[src/rtl/alu_scan_ctrl.sv]
// Sequencer for the 4-bit operand datapath: latches operands, steps sel/oe through
// one op (single mode) or all four ops (scan mode), and reports each captured result.
module alu_scan_ctrl #(
    parameter int DWELL = 4,
    parameter int GAP   = 1
) (
    input  logic       clk,
    input  logic       rst_n,
    input  logic       start,
    input  logic       abort,
    input  logic       mode,
    input  logic [1:0] op_req,
    input  logic [3:0] a_in,
    input  logic [3:0] b_in,
    input  logic [3:0] alu_res,
    output logic [3:0] in0,
    output logic [3:0] in1,
    output logic [1:0] sel,
    output logic       oe,
    output logic       busy,
    output logic       res_valid,
    output logic [1:0] res_op,
    output logic [3:0] res_data,
    output logic       done
);

    localparam logic [1:0] S_IDLE  = 2'd0;
    localparam logic [1:0] S_DRIVE = 2'd1;
    localparam logic [1:0] S_GAP   = 2'd2;

    localparam logic [7:0] DWELL_RELOAD = 8'(DWELL - 1);
    localparam logic [7:0] GAP_RELOAD   = 8'(GAP - 1);

    logic [1:0] state_q, state_d;
    logic [7:0] cnt_q, cnt_d;
    logic       mode_q, mode_d;
    logic [3:0] in0_q, in0_d;
    logic [3:0] in1_q, in1_d;
    logic [1:0] sel_q, sel_d;
    logic       oe_q, oe_d;
    logic       busy_q, busy_d;
    logic       res_valid_q, res_valid_d;
    logic [1:0] res_op_q, res_op_d;
    logic [3:0] res_data_q, res_data_d;
    logic       done_q, done_d;

    always_comb begin
        state_d     = state_q;
        cnt_d       = cnt_q;
        mode_d      = mode_q;
        in0_d       = in0_q;
        in1_d       = in1_q;
        sel_d       = sel_q;
        oe_d        = oe_q;
        busy_d      = busy_q;
        res_valid_d = 1'b0;
        res_op_d    = res_op_q;
        res_data_d  = res_data_q;
        done_d      = 1'b0;

        case (state_q)
            S_IDLE: begin
                if (start && !abort) begin
                    in0_d   = a_in;
                    in1_d   = b_in;
                    mode_d  = mode;
                    sel_d   = mode ? op_req : 2'd0;
                    oe_d    = 1'b1;
                    busy_d  = 1'b1;
                    cnt_d   = DWELL_RELOAD;
                    state_d = S_DRIVE;
                end
            end
            S_DRIVE: begin
                if (abort) begin
                    state_d = S_IDLE;
                    oe_d    = 1'b0;
                    sel_d   = 2'd0;
                    busy_d  = 1'b0;
                    cnt_d   = 8'd0;
                end else if (cnt_q != 8'd0) begin
                    cnt_d = cnt_q - 8'd1;
                end else begin
                    res_valid_d = 1'b1;
                    res_op_d    = sel_q;
                    res_data_d  = alu_res;
                    // Single mode always ends here; scan mode ends after op 3.
                    if (mode_q || sel_q == 2'd3) begin
                        state_d = S_IDLE;
                        oe_d    = 1'b0;
                        sel_d   = 2'd0;
                        busy_d  = 1'b0;
                        cnt_d   = 8'd0;
                        done_d  = 1'b1;
                    end else if (GAP == 0) begin
                        sel_d = sel_q + 2'd1;
                        cnt_d = DWELL_RELOAD;
                    end else begin
                        state_d = S_GAP;
                        oe_d    = 1'b0;
                        cnt_d   = GAP_RELOAD;
                    end
                end
            end
            S_GAP: begin
                if (abort) begin
                    state_d = S_IDLE;
                    oe_d    = 1'b0;
                    sel_d   = 2'd0;
                    busy_d  = 1'b0;
                    cnt_d   = 8'd0;
                end else if (cnt_q != 8'd0) begin
                    cnt_d = cnt_q - 8'd1;
                end else begin
                    sel_d   = sel_q + 2'd1;
                    cnt_d   = DWELL_RELOAD;
                    oe_d    = 1'b1;
                    state_d = S_DRIVE;
                end
            end
            default: begin
                state_d = S_IDLE;
                oe_d    = 1'b0;
                sel_d   = 2'd0;
                busy_d  = 1'b0;
                cnt_d   = 8'd0;
            end
        endcase
    end

    always_ff @(posedge clk or negedge rst_n) begin
        if (!rst_n) begin
            state_q     <= S_IDLE;
            cnt_q       <= 8'd0;
            mode_q      <= 1'b0;
            in0_q       <= 4'd0;
            in1_q       <= 4'd0;
            sel_q       <= 2'd0;
            oe_q        <= 1'b0;
            busy_q      <= 1'b0;
            res_valid_q <= 1'b0;
            res_op_q    <= 2'd0;
            res_data_q  <= 4'd0;
            done_q      <= 1'b0;
        end else begin
            state_q     <= state_d;
            cnt_q       <= cnt_d;
            mode_q      <= mode_d;
            in0_q       <= in0_d;
            in1_q       <= in1_d;
            sel_q       <= sel_d;
            oe_q        <= oe_d;
            busy_q      <= busy_d;
            res_valid_q <= res_valid_d;
            res_op_q    <= res_op_d;
            res_data_q  <= res_data_d;
            done_q      <= done_d;
        end
    end

    assign in0       = in0_q;
    assign in1       = in1_q;
    assign sel       = sel_q;
    assign oe        = oe_q;
    assign busy      = busy_q;
    assign res_valid = res_valid_q;
    assign res_op    = res_op_q;
    assign res_data  = res_data_q;
    assign done      = done_q;

endmodule

[config.mk]
export PLATFORM = sky130hd
export DESIGN_NAME = alu_scan_ctrl
export DESIGN_NICKNAME = d
export VERILOG_FILES = /design/src/rtl/alu_scan_ctrl.sv
export SDC_FILE = /design/constraint.sdc
export NUM_CORES = 1
export LEC_CHECK = 0
export CAP_MARGIN = 40
export CORE_UTILIZATION = 48
export DETAILED_ROUTE_END_ITERATION = 12
export HOLD_SLACK_MARGIN = 0.02
export PLACE_DENSITY = 0.79
export REMOVE_ABC_BUFFERS = 1
export SYNTH_ARGS = -nofsm -noshare
export SYNTH_HDL_FRONTEND = slang
export SYNTH_SLANG_ARGS = --single-unit
export TNS_END_PERCENT = 1
[constraint.sdc]
create_clock -name clk -period 2.8 [get_ports clk]
set_input_delay 0.56 -clock clk [delete_from_list [all_inputs] [get_ports clk]]
set_output_delay 0.56 -clock clk [all_outputs]
set_load 0.01 [all_outputs]
==> results of run 1 <==
-- layout make-up --
class                   count  area [um2]  area share [%]
clock buffers               6        51.3            2.63
clock inverters             1        5.00           0.257
inverters                   4        15.0           0.770
multi-input cells          88         669            34.3
flip-flops and latches     31         776            39.8
well taps                  31        38.8            1.99
repair buffers             40         395            20.3
-- cells in the final DEF (no fill, tap or decap), types with 2 or more instances in the layout --
cell type / netlist / final
a21oi_1: 5 / 5
a22o_1: 2 / 2
a31oi_1: 2 / 2
buf_4: 0 / 2
clkbuf_4: 0 / 5
clkdlybuf4s50_1: 0 / 38
dfrtp_1: 31 / 31
ha_1: 2 / 2
inv_1: 4 / 4
mux2_1: 6 / 6
mux2_2: 11 / 11
nand2_1: 4 / 4
nand3_1: 7 / 7
nor2_1: 8 / 8
nor2b_1: 2 / 2
nor3_1: 4 / 4
o21ai_0: 8 / 8
o311a_1: 2 / 2
o31ai_1: 3 / 3
or3_1: 3 / 3
-- power groups by stage --
stage	logic, mW	registers [mW]	clock network [mW]
after floorplan	0.484	0.826	0
after global placement	0.882	0.792	0
after global routing	0.989	0.821	0.285
final	0.906	0.793	0.258
after detailed placement	0.906	0.804	0
after CTS	0.910	0.794	0.267
-- sequential cells by signal, summed over array words and instances (netlist names) --
name / count
sel: 2
res_op: 2
busy: 1
in1: 4
in0: 4
state_q: 2
mode_q: 1
cnt_q: 8
oe: 1
done: 1
res_valid: 1
res_data: 4
-- worst max path at each step --
stage | startpoint | end | slack [ns] | cells after the start
finish | cnt_q[0]$_DFFE_PN0N_ | res_data[3]$_DFFE_PN0P_ | 0.32 | 6
global route | cnt_q[0]$_DFFE_PN0N_ | res_data[2]$_DFFE_PN0P_ | 0.22 | 6
CTS | cnt_q[0]$_DFFE_PN0N_ | res_data[3]$_DFFE_PN0P_ | 0.33 | 6
detailed placement | cnt_q[0]$_DFFE_PN0N_ | res_data[3]$_DFFE_PN0P_ | 0.34 | 6
global placement | cnt_q[0]$_DFFE_PN0N_ | res_data[1]$_DFFE_PN0P_ | 0.45 | 6
floorplan | cnt_q[0]$_DFFE_PN0N_ | res_data[0]$_DFFE_PN0P_ | 0.57 | 6
-- routing by layer --
metal  wire length (um)  share of wire [%]  global-route usage, %
met5                  0                  0                      0
met4                 44                1.4                   8.16
met3                169                5.6                   7.14
met2               1580                 52                   32.4
met1               1250                 41                   25.1
-- per-stage QoR --
step	instance area (um2)	utilization (%)	instances	setup slack, ns
after floorplan	1460	-	123	0.572
after global placement	1890	66.4	194	0.449
after detailed placement	1890	66.4	194	0.336
after CTS	1950	68.4	201	0.332
after global routing	1950	68.4	201	0.216
final	1950	68.4	201	0.324
-- worst max-delay path, stage by stage (launching register included) --
cell and delay (ns):
dfrtp_1 0.42, inv_1 0.10, ha_1 0.17, or3b_1 0.47
or3_1 0.58, nor2_4 0.27, mux2_1 0.35
-- kinds of logic after synthesis --
family                   count (synthesis)  synth area share, %
multiplexers                            18                 13.5
AND/OR/NAND/NOR                         35                 12.5
XOR/XNOR                                 2                 1.17
buffers and inverters                   10                 3.10
adder cells (fa/ha/maj)                  2                 1.68
flip-flops                              31                 52.0
AO/OA/AOI/OAI                           31                 16.0
==> impl_metrics.yaml, run 1 <==
detailed_routing:
  routedWlPerCell_um: 15.1
  viasPerCell: 5.83
  routed_wl_um: 3040
  drt_drc_violations_left: 2
  num_vias: 1172
  antenna_left: 0
  drtIter0Drc: 42
  first_pass_iters: 9
grt:
  antenna_found_initial: 0
  globalRoute.totalOverflow: 0
  grt_pass1_wl_um: 5040
  grt_pass1_vias: 1151
  grt.total_usage_pct: 20.2
  grt_max_degree: 32
clocking:
  holdBufCountCts: 0
  post_cts.repair.setup_buffers: 0
  h-tree-depth: 2
  cts_buffer_depth: 2
  tritoncts: "built"
  cts.sinks: 31
  post_cts_resized: 0
  clockRootBuffer: "clkbuf_4"
  numCtsBuffers: 5
  clk_pin_slew_ns: 0.09
  clk_latency_ns: 0.33
critical_path:
  timing.rr.end: "res_data[3]$_DFFE_PN0P_"
  crit_required_ns: 3.01
  critical_path_class: "reg2reg"
  reg2reg_depth: 6
  critical_path.max_fanout: 9
  startpoint_type: "flop"
  end_kind: "flop"
  cp_data_arrival_time_ns: 2.69
  regToRegSetupSlack_ns: 0.32
  r2r-start: "cnt_q[0]$_DFFE_PN0N_"
sta:
  fmax_mhz: 404
  rsz0062_at_grt: "no"
  fin_setup_tns_ns: 0
  finalMaxSlewViolations: 0
  finalCritPeriodShare_pct: 88.4
  tightest_slew_ns: 0.478
  period_needed_ns: 2.48
  final_hold_viol_count: 0
  skew_ns: 0.00563
  whs_ns: 0.490
  setup-violations-final: 0
  relSlewSlack_pct: 68.2
power_and_ir_drop:
  power_density_nw_per_um2: 1000
  seq_power_share_pct: 40.5
  ir_drop_v: 0.000579
  combPwrFrac_pct: 46.3
  power_switching_uw: 724
  clkPwrFrac_pct: 13.2
  intPower_mw: 1.23
  power.leakage_nw: 0.851
  finalPower_mw: 1.96
  swShare_pct: 37.0
layout:
  nNetsFinal: 191
  drive_gt1_share_pct: 14.1
  num-fill-cells: 219
  antenna_cells: 0
  area_growth_pct: 30.8
synth:
  yosysTopAreaCell: "dfrtp_1"
  synth_most_common_cell: "dfrtp_1"
  synthesis.area_um2: 1490
  yosysSeqAreaShare_pct: 52.0
  yosysWarnings: 0
  synthArstFlopShare_pct: 100
  dominantRegCellSynth: "dfrtp_1"
  synth_top_cell_area_share_pct: 52.0
  yosysUniqueCellTypes: 39
  synth_edf_count: 0
  synth_area_leaders: "dfrtp_1, mux2_2, mux2_1, o21ai_0, nand3_1"
  syn_avg_cell_area_um2: 11.6
  synthCells: 129
  ys_ff_latch: 31
  yosys-top-cells-count: "dfrtp_1, mux2_2, nor2_1, o21ai_0, nand3_1"
job:
  drv_cap: 0
floorplanning:
  die-area_um2: 3330
  core_region_area_um2: 2850
  die_y_um: 57.7
  die_w_um: 57.7
  rows: 19
  start_util_pct: 52.3
  io_pins: 39
status:
  violations: "design-rule violations"
  status: "complete, but fails checks"
place:
  gp_congestion: 0.820
  numPortBuffers: 38
  dpl.hpwl_um: 2240
worst_hold_path:
  whs_path_depth: 1
  min_path_type: "reg2reg"
  whs_endpoint: "res_data[1]$_DFFE_PN0P_"
  hp-start: "res_data[1]$_DFFE_PN0P_"
Note: power is estimated with default switching activity, not from simulation.
==> run 2, diff against run 1 <==
CORE_UTILIZATION = 43   (was 48)
PLACE_DENSITY = 0.75   (was 0.79)
clock period = 2 ns   (was 2.8 ns; I/O delays follow)
==> run 2 against run 1 <==
Compared with the run above:
- the flow finishes with violations (negative setup slack)
- combinational power grew 88%
- via count is 6.3% higher
- non-clock buffer count grew 18
- setup slack worse by 0.37 ns
- final cell count rose by 16%
- die area is 11% higher
- critical endpoint is now state_q[0]$_DFFE_PN0P_
- largest power group unchanged
==> impl_metrics.yaml, run 2 (synthesis gave the netlist of run 1 again) <==
critical_path:
  crit_path_max_incr_delay_ns: 0.41
  cp_data_arrival_time_ns: 2.33
  critical_path_class: "reg2reg"
  startpoint_type: "flop"
  regToRegSetupSlack_ns: -0.05
  end_kind: "flop"
  crit_slowest_cell: "dfrtp_1"
  path_cells: "inv_2 > ha_4 > or3b_1 > or3_4 > buf_4 > buf_4 > mux2i_1 > o311a_1"
  timing.rr.end: "state_q[0]$_DFFE_PN0P_"
  r2r-start: "cnt_q[0]$_DFFE_PN0N_"
  reg2reg_depth: 8
  crit_path_frequent_cell: "buf_4"
  critical_path.max_fanout: 6
  crit_required_ns: 2.28
clocking:
  holdBufCountCts: 0
  clk_latency_ns: 0.34
  cts_buffer_depth: 2
  numCtsBuffers: 5
  clockRootBuffer: "clkbuf_4"
  h-tree-depth: 2
  tritoncts: "built"
  cts.sinks: 31
  clk_pin_slew_ns: 0.09
power_and_ir_drop:
  finalPower_mw: 3.16
  ir_drop_v: 0.000689
  power_density_nw_per_um2: 1450
  power.leakage_nw: 0.957
sta:
  fin_setup_tns_ns: -0.288
  whs_ns: 0.458
  tightest_slew_ns: 0.462
  fmax_mhz: 489
  finalMaxSlewViolations: 0
  skew_ns: 0.00241
  period_needed_ns: 2.05
  worst_slack_ns: -0.0454
  setup-violations-final: 10
  finalCritPeriodShare_pct: 102
  relSlewSlack_pct: 69.2
  rsz0062_at_grt: "yes"
  final_hold_viol_count: 0
detailed_routing:
  drtIter0Drc: 37
  routedWlPerCell_um: 14.9
  routed_wl_um: 3500
  antenna_left: 0
  viasPerCell: 5.32
  drt_drc_violations_left: 0
  first_pass_iters: 4
  num_vias: 1246
job:
  drv_cap: 0
grt:
  antenna_found_initial: 0
  grt_pass1_vias: 1215
  grt.total_usage_pct: 20.9
  grt_pass1_wl_um: 5500
  grt_max_degree: 32
  globalRoute.totalOverflow: 0
layout:
  area_growth_pct: 46.2
  largest_register: "cnt_q"
  antenna_cells: 0
  nNetsFinal: 209
  post-route-util_pct: 65.4
  final_common_cell: "clkdlybuf4s50_1"
  drive_gt1_share_pct: 28.7
  final_cell_mix: "clkdlybuf4s50_1, dfrtp_1, buf_4, mux2_2, nor2_1"
  largest_reg_flops: 8
floorplanning:
  die_y_um: 60.9
  core_region_area_um2: 3340
  die_w_um: 60.9
  rows: 21
  die-area_um2: 3710
  io_pins: 39
  start_util_pct: 44.7
status:
  status: "complete, but fails checks"
  violations: "negative setup slack"
place:
  numPortBuffers: 38
  dpl.hpwl_um: 2550
  gp_congestion: 0.786
worst_hold_path:
  min_path_type: "in2async"
-- run 2: layout make-up --
cell class	count	area, um2
tap	46	57.6
sequential	31	776
clock inverter	1	5.00
inverter	4	15.0
multi-input combinational	88	729
fill	257	1160
clock buffer	6	51.3
timing repair buffer	58	547
-- run 2: report_power, final --
group | internal (mW) | switching, mW | leakage (nW)
clock network | 0.162 | 0.209 | 0.0341
logic | 0.968 | 0.727 | 0.533
registers | 0.881 | 0.212 | 0.390
total | 2.01 | 1.15 | 0.957
-- run 2: worst max-delay path by stage --
stage                              start                       to  slack [ns]  cells after the start
global placement    cnt_q[0]$_DFFE_PN0N_  res_data[3]$_DFFE_PN0P_       -0.05                      6
detailed placement  cnt_q[0]$_DFFE_PN0N_  res_data[1]$_DFFE_PN0P_       -0.15                      6
CTS                 cnt_q[0]$_DFFE_PN0N_  res_data[1]$_DFFE_PN0P_       -0.05                      6
floorplan           cnt_q[0]$_DFFE_PN0N_  res_data[0]$_DFFE_PN0P_       -0.23                      6
finish              cnt_q[0]$_DFFE_PN0N_   state_q[0]$_DFFE_PN0P_       -0.05                      8
global route        cnt_q[0]$_DFFE_PN0N_  res_data[1]$_DFFE_PN0P_        -0.1                      6
-- run 2: what timing repair did --
action | CTS | global route
buffers inserted | 2 | 0
cloned | 0 | 0
pin swaps | 5 | 4
setup endpoints to repair | 11 | 15
resized for setup | 13 | 4
-- run 2: per-layer routing --
metal | part of all wire, % | wire length (um) | global-route usage (%) | vias to the layer above
li1 | - | - | - | 590
met1 | 43 | 1510 | 25.1 | 627
met2 | 52 | 1840 | 34.5 | 21
met3 | 2.0 | 71 | 5.12 | 8
met4 | 2.3 | 82 | 11.0 | 0
met5 | 0 | 0 | 0 | -
-- run 2: critical path, delay by kind of cell, from the launching register on --
family / cells / cell delay (ns)
AND/OR/NAND/NOR: 2 / 0.72
flip-flops: 1 / 0.41
buffers and inverters: 3 / 0.40
AO/OA/AOI/OAI: 1 / 0.18
multiplexers: 1 / 0.15
adder cells (fa/ha/maj): 1 / 0.12
-- run 2: metrics by stage --
step	worst slack (ns)	instance area, um2	std cells
after floorplan	-0.228	1460	123
after global placement	-0.0535	2050	225
after detailed placement	-0.154	2050	225
after CTS	-0.0483	2160	234
after global routing	-0.0967	2180	234
final	-0.0454	2180	234
